<file path="src/rtl/video_timing_pkg.sv">
// Shared raster constants, coordinate widths and pattern mode encodings.
package video_timing_pkg;

    localparam int HCNT_W = 11;
    localparam int VCNT_W = 12;
    localparam int MODE_W = 4;
    localparam int POS_W  = 12;

    // CEA 1080p60: 2200 x 1125 total
    localparam int P1080_H_ACTIVE = 1920;
    localparam int P1080_H_FP     = 88;
    localparam int P1080_H_SYNC   = 44;
    localparam int P1080_H_BP     = 148;
    localparam int P1080_V_ACTIVE = 1080;
    localparam int P1080_V_FP     = 4;
    localparam int P1080_V_SYNC   = 5;
    localparam int P1080_V_BP     = 36;

    // CEA 720p60: 1650 x 750 total
    localparam int P720_H_ACTIVE = 1280;
    localparam int P720_H_FP     = 110;
    localparam int P720_H_SYNC   = 40;
    localparam int P720_H_BP     = 220;
    localparam int P720_V_ACTIVE = 720;
    localparam int P720_V_FP     = 5;
    localparam int P720_V_SYNC   = 5;
    localparam int P720_V_BP     = 20;

    typedef enum logic [MODE_W-1:0] {
        MODE_WHITE = 4'd0,
        MODE_GREY  = 4'd1,
        MODE_VBARS = 4'd2
    } pat_mode_e;

    function automatic int span_total(int act, int fp, int sync, int bp);
        return act + fp + sync + bp;
    endfunction

endpackage

</file>
<file path="src/rtl/sync_delay_line.sv">
// DEPTH-stage shift register with clock enable and synchronous clear.
// DEPTH=0 degenerates to a wire.
module sync_delay_line #(
    parameter int DEPTH = 1,
    parameter int W     = 3
) (
    input  logic         clk,
    input  logic         rst,
    input  logic         en,
    input  logic [W-1:0] d,
    output logic [W-1:0] q
);

    if (DEPTH == 0) begin : g_wire
        assign q = d;
    end else begin : g_pipe
        logic [DEPTH-1:0][W-1:0] stage;

        // shift one stage per enabled clock; reset flushes every stage
        always_ff @(posedge clk) begin
            if (rst) begin
                stage <= '0;
            end else if (en) begin
                stage[0] <= d;
                for (int i = 1; i < DEPTH; i++) stage[i] <= stage[i-1];
            end
        end

        assign q = stage[DEPTH-1];
    end

endmodule

</file>
<file path="src/rtl/video_timing_gen.sv">
// Raster timing generator: active-area coordinates, frame-locked mode,
// and syncs/de delayed to line up with the downstream registered RGB.
module video_timing_gen
    import video_timing_pkg::*;
#(
    parameter int H_ACTIVE = P1080_H_ACTIVE,
    parameter int H_FP     = P1080_H_FP,
    parameter int H_SYNC   = P1080_H_SYNC,
    parameter int H_BP     = P1080_H_BP,
    parameter int V_ACTIVE = P1080_V_ACTIVE,
    parameter int V_FP     = P1080_V_FP,
    parameter int V_SYNC   = P1080_V_SYNC,
    parameter int V_BP     = P1080_V_BP,
    parameter int PIPE_DLY = 1
) (
    input  logic              clk,
    input  logic              rst,
    input  logic              en,
    input  logic [MODE_W-1:0] mode_in,
    output logic [HCNT_W-1:0] hcnt,
    output logic [VCNT_W-1:0] vcnt,
    output logic [MODE_W-1:0] mode,
    output logic              hsync,
    output logic              vsync,
    output logic              de,
    output logic              frame_start,
    output logic [7:0]        frame_cnt
);

    localparam int H_TOTAL = span_total(H_ACTIVE, H_FP, H_SYNC, H_BP);
    localparam int V_TOTAL = span_total(V_ACTIVE, V_FP, V_SYNC, V_BP);

    localparam logic [POS_W-1:0] H_LAST = POS_W'(H_TOTAL - 1);
    localparam logic [POS_W-1:0] V_LAST = POS_W'(V_TOTAL - 1);
    localparam logic [POS_W-1:0] H_ACT  = POS_W'(H_ACTIVE);
    localparam logic [POS_W-1:0] V_ACT  = POS_W'(V_ACTIVE);
    localparam logic [POS_W-1:0] HS_BEG = POS_W'(H_ACTIVE + H_FP);
    localparam logic [POS_W-1:0] HS_END = POS_W'(H_ACTIVE + H_FP + H_SYNC);
    localparam logic [POS_W-1:0] VS_BEG = POS_W'(V_ACTIVE + V_FP);
    localparam logic [POS_W-1:0] VS_END = POS_W'(V_ACTIVE + V_FP + V_SYNC);

    if (H_ACTIVE > 2048 || H_TOTAL > 4096 || V_TOTAL > 4096 ||
        PIPE_DLY < 0 || PIPE_DLY > 7) begin : g_param_err
        $error("video_timing_gen: raster or PIPE_DLY out of range");
    end

    logic [POS_W-1:0] h_pos, v_pos;
    logic [POS_W-1:0] nxt_h, nxt_v;
    logic             nxt_de, nxt_hs, nxt_vs, nxt_fs;
    logic             hs_raw, vs_raw, de_raw;
    logic [2:0]       sync_q;

    // next raster position and the raw timing it implies; outputs are
    // registered from these so they describe the position held this cycle
    always_comb begin
        nxt_h = (h_pos == H_LAST) ? '0 : h_pos + 1'b1;
        nxt_v = v_pos;
        if (h_pos == H_LAST) nxt_v = (v_pos == V_LAST) ? '0 : v_pos + 1'b1;
        nxt_de = (nxt_h < H_ACT) && (nxt_v < V_ACT);
        nxt_hs = (nxt_h >= HS_BEG) && (nxt_h < HS_END);
        nxt_vs = (nxt_v >= VS_BEG) && (nxt_v < VS_END);
        nxt_fs = (nxt_h == '0) && (nxt_v == '0);
    end

    // position counters, coordinates, raw syncs and frame bookkeeping;
    // reset parks at the last position so release wraps into frame 0
    always_ff @(posedge clk) begin
        if (rst) begin
            h_pos       <= H_LAST;
            v_pos       <= V_LAST;
            hcnt        <= '0;
            vcnt        <= '0;
            mode        <= '0;
            hs_raw      <= 1'b0;
            vs_raw      <= 1'b0;
            de_raw      <= 1'b0;
            frame_start <= 1'b0;
            frame_cnt   <= 8'hFF;
        end else if (en) begin
            h_pos       <= nxt_h;
            v_pos       <= nxt_v;
            hcnt        <= nxt_de ? nxt_h[HCNT_W-1:0] : '0;
            vcnt        <= nxt_de ? nxt_v : '0;
            hs_raw      <= nxt_hs;
            vs_raw      <= nxt_vs;
            de_raw      <= nxt_de;
            frame_start <= nxt_fs;
            if (nxt_fs) begin
                mode      <= mode_in;
                frame_cnt <= frame_cnt + 8'd1;
            end
        end
    end

    sync_delay_line #(.DEPTH(PIPE_DLY), .W(3)) u_sync_dly (
        .clk (clk),
        .rst (rst),
        .en  (en),
        .d   ({hs_raw, vs_raw, de_raw}),
        .q   (sync_q)
    );

    assign {hsync, vsync, de} = sync_q;

endmodule

</file>
<file path="config.mk">
export PLATFORM = sky130hd
export DESIGN_NAME = video_timing_gen
export DESIGN_NICKNAME = d
export VERILOG_FILES = /design/src/rtl/video_timing_pkg.sv /design/src/rtl/sync_delay_line.sv /design/src/rtl/video_timing_gen.sv
export SDC_FILE = /design/constraint.sdc
export NUM_CORES = 1
export LEC_CHECK = 0
export CORE_MARGIN = 1.5
export CORE_UTILIZATION = 50
export CTS_CLUSTER_DIAMETER = 100
export CTS_CLUSTER_SIZE = 30
export DETAILED_ROUTE_END_ITERATION = 10
export PLACE_DENSITY_LB_ADDON = 0.2
export SLEW_MARGIN = 20
export SYNTH_ARGS = -nofsm -noshare
export SYNTH_HDL_FRONTEND = slang
export SYNTH_SLANG_ARGS = --single-unit
</file>
<file path="constraint.sdc">
create_clock -name clk -period 3.4 [get_ports clk]
set_clock_uncertainty 0.15 [all_clocks]
set_input_delay 1.02 -clock clk [delete_from_list [all_inputs] [get_ports clk]]
set_output_delay 1.02 -clock clk [all_outputs]
set_load 0.05 [all_outputs]
</file>
* Word level (Yosys, flattened, before mapping)
Cells that the tools add are included.
Storage, ports and cells: word-level logic and storage cells 34, output and inout port bits 39, bits of input ports 7, register bits after elaboration 66
Operators by class: $lt $le $gt $ge 6, reductions and logical operators 7, muxes and demuxes 5, add/sub/neg operators 3, eq/ne operators 2
Operators with widths (count):
- 2-to-1 mux 12 bit | 4
- < comparator 12 x 11 -> 1 bit, second input constant | 3
- adder 12 x 1 -> 12 bit, second input constant | 2
- greater-or-equal comparator 12 x 11 -> 1 bit, second input constant | 2
- logical NOT 12 bit | 2
- == test 12 x 11 -> 1 bit, second input constant | 1
- == test 12 bit, second input constant | 1
- < comparator 12 bit, second input constant | 1
- 2-to-1 mux 11 bit | 1
- adder 8 x 1 -> 8 bit, second input constant | 1
- logical AND 1 bit | 4
- AND reduction 2 bit | 1

* Logic depth before layout (Yosys ltp)
Gate-level depths: netlist (run 1).
depth after elaboration 6, mapped depth 12, mapped depth without buffers 9

* Cells and area by module
Synthesis (run 1) repeated with hierarchy kept, for this count alone.
Second synthesis, totals: cell total of the unflattened synthesis 427, area total of the unflattened synthesis 3538.4 sq um
Modules (own cells, without submodules):
- video_timing_gen | sequential area each 1261.2 sq um, times used 1, area each 3437.0 sq um, cells each 418
- sync_delay_line | sequential area each 60.1 sq um, times used 1, area each 101.3 sq um, cells each 9

* Least setup slack after synthesis (run 1)
Ideal clock, no wire load.
path kind reg2reg, start point register h_pos[0], end point register frame_cnt[0], arrival 3.007 ns, required time 3.187 ns, slack 0.180 ns, cell stages (with the launch flop) 11, setup time 0.063 ns, path through dfxtp_1 > ha_1 > clkbuf_1 > nand3b_1 > nor3_4 > nand3_1 > mux2i_1 > or4_1 > buf_2 > or4_1 > nand3_1
On the way: longest elaborated chain between the ends 5, elaborated cells on any way between the ends 8
RTL lines:
- start, declared | RTL line video_timing_gen.sv:47 | logic [POS_W-1:0] h_pos, v_pos;
- start signal, assigned | RTL line video_timing_gen.sv:80 | h_pos <= nxt_h;
- adder 12 x 1 -> 12 bit or == test 12 bit (tied branches) | RTL line video_timing_gen.sv:56, video_timing_gen.sv:58
- 2-to-1 mux 12 bit (on tied branches) | RTL line video_timing_gen.sv:56, video_timing_gen.sv:58
- logical NOT 12 bit | RTL line video_timing_gen.sv:62 | nxt_fs = (nxt_h == '0) && (nxt_v == '0);
- logical AND 1 bit * | RTL line video_timing_gen.sv:62
- AND reduction 2 bit (no line) *
- end signal, assigned | RTL line video_timing_gen.sv:90 | frame_cnt <= frame_cnt + 8'd1;
- end, declared | RTL line video_timing_gen.sv:27 | output logic [7:0] frame_cnt
Every way passes the cells marked *; elsewhere a longest branch is shown, timed or not. A chain may end at the register's enable or synchronous reset.

* Final worst setup path (run 1)
start point register h_pos[8], end point register hcnt[3]
On the way: longest elaborated chain between the ends 5, elaborated cells on any way between the ends 8
RTL lines:
- adder 12 x 1 -> 12 bit or == test 12 bit (tied branches) | RTL line video_timing_gen.sv:56, video_timing_gen.sv:58
- 2-to-1 mux 12 bit (on tied branches) | RTL line video_timing_gen.sv:56, video_timing_gen.sv:58
- < comparator 12 x 11 -> 1 bit | RTL line video_timing_gen.sv:59 | nxt_de = (nxt_h < H_ACT) && (nxt_v < V_ACT);
- logical AND 1 bit | RTL line video_timing_gen.sv:59
- 2-to-1 mux 11 bit * | RTL line video_timing_gen.sv:82 | hcnt <= nxt_de ? nxt_h[HCNT_W-1:0] : '0;
- end signal, assigned | RTL line video_timing_gen.sv:82
- end, declared | RTL line video_timing_gen.sv:20 | output logic [HCNT_W-1:0] hcnt,
Marked as above.

==> out/metrics.cfg, run 1 <==
[status]
status = completed

[floorplan]
io_pins = 46
fp-row-count = 31
fp.coreArea_sq_um = 7180
dieWidth_um = 88.7
start_util = 0.511
die_height_um = 88.7
dieArea_sq_um = 7860

[timing]
grt_setup_unrepaired = no
finalMaxSlewViolations = 0
finalCritPeriodShare = 0.964
setup_viol = 0
tns_ns = 0
max_clock_freq_ghz = 0.305
hold_violations = 0
worst-slew-pin-transition_ns = 0.617
slew_headroom = 0.583
fin_ws_ns = 0.121
period_minus_slack_ns = 3.28

[finish]
nNetsFinal = 505
n_antenna_cell = 0
layout-drive-gt1-share = 0.113
synthToLayoutAreaGrowth_pct = 21.9

[worst_setup_path]
r2r-start = h_pos[8]$_SDFFE_PP0P_
end_kind = register
critPathLaunch = h_pos[8]$_SDFFE_PP0P_
critPathMaxFanout = 7
worstSetupPathType = register to register
required_ns = 3.49
arrival_ns = 3.36
critPathLaunchType = register

[logic_synthesis]
synth-edff-count = 0
synthTopCellsByCount = dfxtp_1, nand2_1, nor2_1
syn_nets = 461
synth.most_common_cell = dfxtp_1
synth_area_leaders = dfxtp_1, nand2_1, mux2i_1, nor2_1, nand4_1
yosys.area.top_type_share = 0.360
synth_top_cell_by_area = dfxtp_1
synthFlopType = dfxtp_1
synth_seq_cells = 66
synth_warnings = 0
synth_cells = 449
synth_area_sq_um = 3670
ys_seq_area_frac = 0.360
syn_area_per_cell_sq_um = 8.17
async_flop_share = 0
ys_types = 63

[cts]
clk_latency_ns = 0.35
path_clk_slew_ns = 0.07
cts_hold_buf = 0
htree_levels = 3
numClockSinks = 66
clockBufferDepth = 2
cts_root_buf = clkbuf_8
cts_buffers = 9
cts_setup_buffers = 0
postCtsResizedCells = 0
cts_tree = yes

[routing]
wl_um = 9260
drtIter0Drc = 196
routedWlPerCell_um = 15.5
ant_nets = 0
dr_total_vias = 3450
drc = 0
dr.pass1.iters = 5
viasPerCell = 5.79

[worst_hold_path]
holdCritStartpoint = de_raw$_SDFFE_PP0P_
min_path_type = register to register

[place]
globalplace.congestion = 0.937
place_ws_ns = 0.206
io_buffers = 45
hpwl_um = 6580

[global_routing]
grt_pass1_vias = 2917
grt_overflow_total = 0
antenna_found_initial = 0
groute.usage.overall = 0.243
grt_pass1_wl_um = 14700
grt_max_degree = 40

[power_and_ir_drop]
powerDensity_nw_per_um2 = 453
irDropWorstVdd_mv = 0.248
fin_total_pwr_uw = 2020
p_leak_uw = 0.00170

[run]
maxCapViolCount = 0

[per-layer routing]
layer / track usage / wire, um
met1: 0.362 / 4440
met2: 0.333 / 4090
met3: 0.0560 / 545
met4: 0.0966 / 186
met5: 0 / 0
[registers in the layout, summed over array words and instances, names as in the netlist]
register and count:
u_sync_dly.q 3, h_pos 12, vcnt 12, mode 4
hcnt 11, hs_raw 1, de_raw 1, vs_raw 1
frame_start 1, frame_cnt 8, v_pos 12
[path summary, 6_finish.rpt]
path	slack [ns]	cells after the start	to
worst max-delay path	0.12	7	hcnt[3]$_SDFFE_PP0P_
worst max register to register	0.12	7	hcnt[3]$_SDFFE_PP0P_
worst min register to register	0.30	2	de_raw$_SDFFE_PP0P_
worst min-delay path	0.30	2	de_raw$_SDFFE_PP0P_
[final cells by class]
cell class	count	area, sq um
clock inverters	3	15.0
flip-flops and latches	66	1320
fillers	622	2700
inverters	8	30.0
multi-input cells	334	2150
clock buffers	12	155
well taps	99	124
repair buffers	74	681
[cells in the final DEF, fill, tap and decap left out, types with 4 or more instances in the layout]
cell type / n
dfxtp_1: 66
nand2_1: 48
clkdlybuf4s50_1: 45
nor2_1: 37
buf_4: 28
o21ai_0: 23
a21oi_1: 20
nand4_1: 20
mux2i_1: 17
xor2_1: 13
xnor2_1: 13
nand3_1: 12
nor3_1: 11
clkbuf_8: 11
o31ai_1: 10
and3_1: 10
inv_1: 8
and2_1: 8
and4_1: 6
nand2b_1: 6
a211oi_1: 6
nor2b_1: 6
or4_1: 5
a22o_1: 5
ha_1: 5
or2_2: 4
nor4b_1: 4
[power by group]
group / switching (uW) / internal [uW] / leakage (uW)
combinational: 361 / 225 / 0.00107
sequential: 39.0 / 808 / 0.000535
clock: 294 / 297 / 0.0000920
total: 694 / 1330 / 0.00170
[cell families (layout without fill, tap and decap cells)]
family | after synthesis | after routing | synth area share
AO/OA/AOI/OAI | 88 | 88 | 0.159
multiplexers | 18 | 18 | 0.0494
XOR/XNOR | 26 | 26 | 0.0621
adder cells (fa/ha/maj) | 6 | 6 | 0.0198
flip-flops | 66 | 66 | 0.360
buffers and inverters | 49 | 97 | 0.0569
AND/OR/NAND/NOR | 196 | 196 | 0.293
[per-stage QoR]
step | hold slack (ns) | area [sq um] | instances | utilization
final | 0.302 | 4470 | 596 | 0.623
after detailed placement | 0.294 | 4300 | 581 | 0.599
after global placement | 0.285 | 4300 | 581 | 0.599
after floorplan | 0.272 | 3670 | 449 | -
after global routing | 0.321 | 4470 | 596 | 0.623
after CTS | 0.305 | 4470 | 596 | 0.622
[worst max-delay path, stage by stage, from the launching register on]
cell     delay [ns]
dfxtp_1        0.39
or4_4          0.59
or3_1          0.51
or4_1          0.58
and2_1         0.20
and3b_1        0.22
and4_1         0.27
a32o_1         0.27
No activity file was read; power rests on OpenSTA's default activity.
==> inputs of run 2 (changes only) <==
--- a/config.mk
+++ b/config.mk
@@ -6,4 +6,5 @@
 export NUM_CORES = 1
 export LEC_CHECK = 0
+export CAP_MARGIN = 20
 export CORE_MARGIN = 1.5
 export CORE_UTILIZATION = 50
--- a/constraint.sdc
+++ b/constraint.sdc
@@ -3,3 +3,3 @@
 set_input_delay 1.02 -clock clk [delete_from_list [all_inputs] [get_ports clk]]
 set_output_delay 1.02 -clock clk [all_outputs]
-set_load 0.05 [all_outputs]
+set_load 0.01 [all_outputs]
==> results of run 2 <==
Same layout as run 1 (identical final DEF). Status: completed.
Main changes from that run: total power 2020 uW -> 1990 uW
==> inputs of run 3 (changes only) <==
SLEW_MARGIN = 10   (was 20)
==> results of run 3 <==
Same layout as run 1 (identical final DEF). Status: completed.
Main changes from that run: total power 2020 uW -> 1990 uW
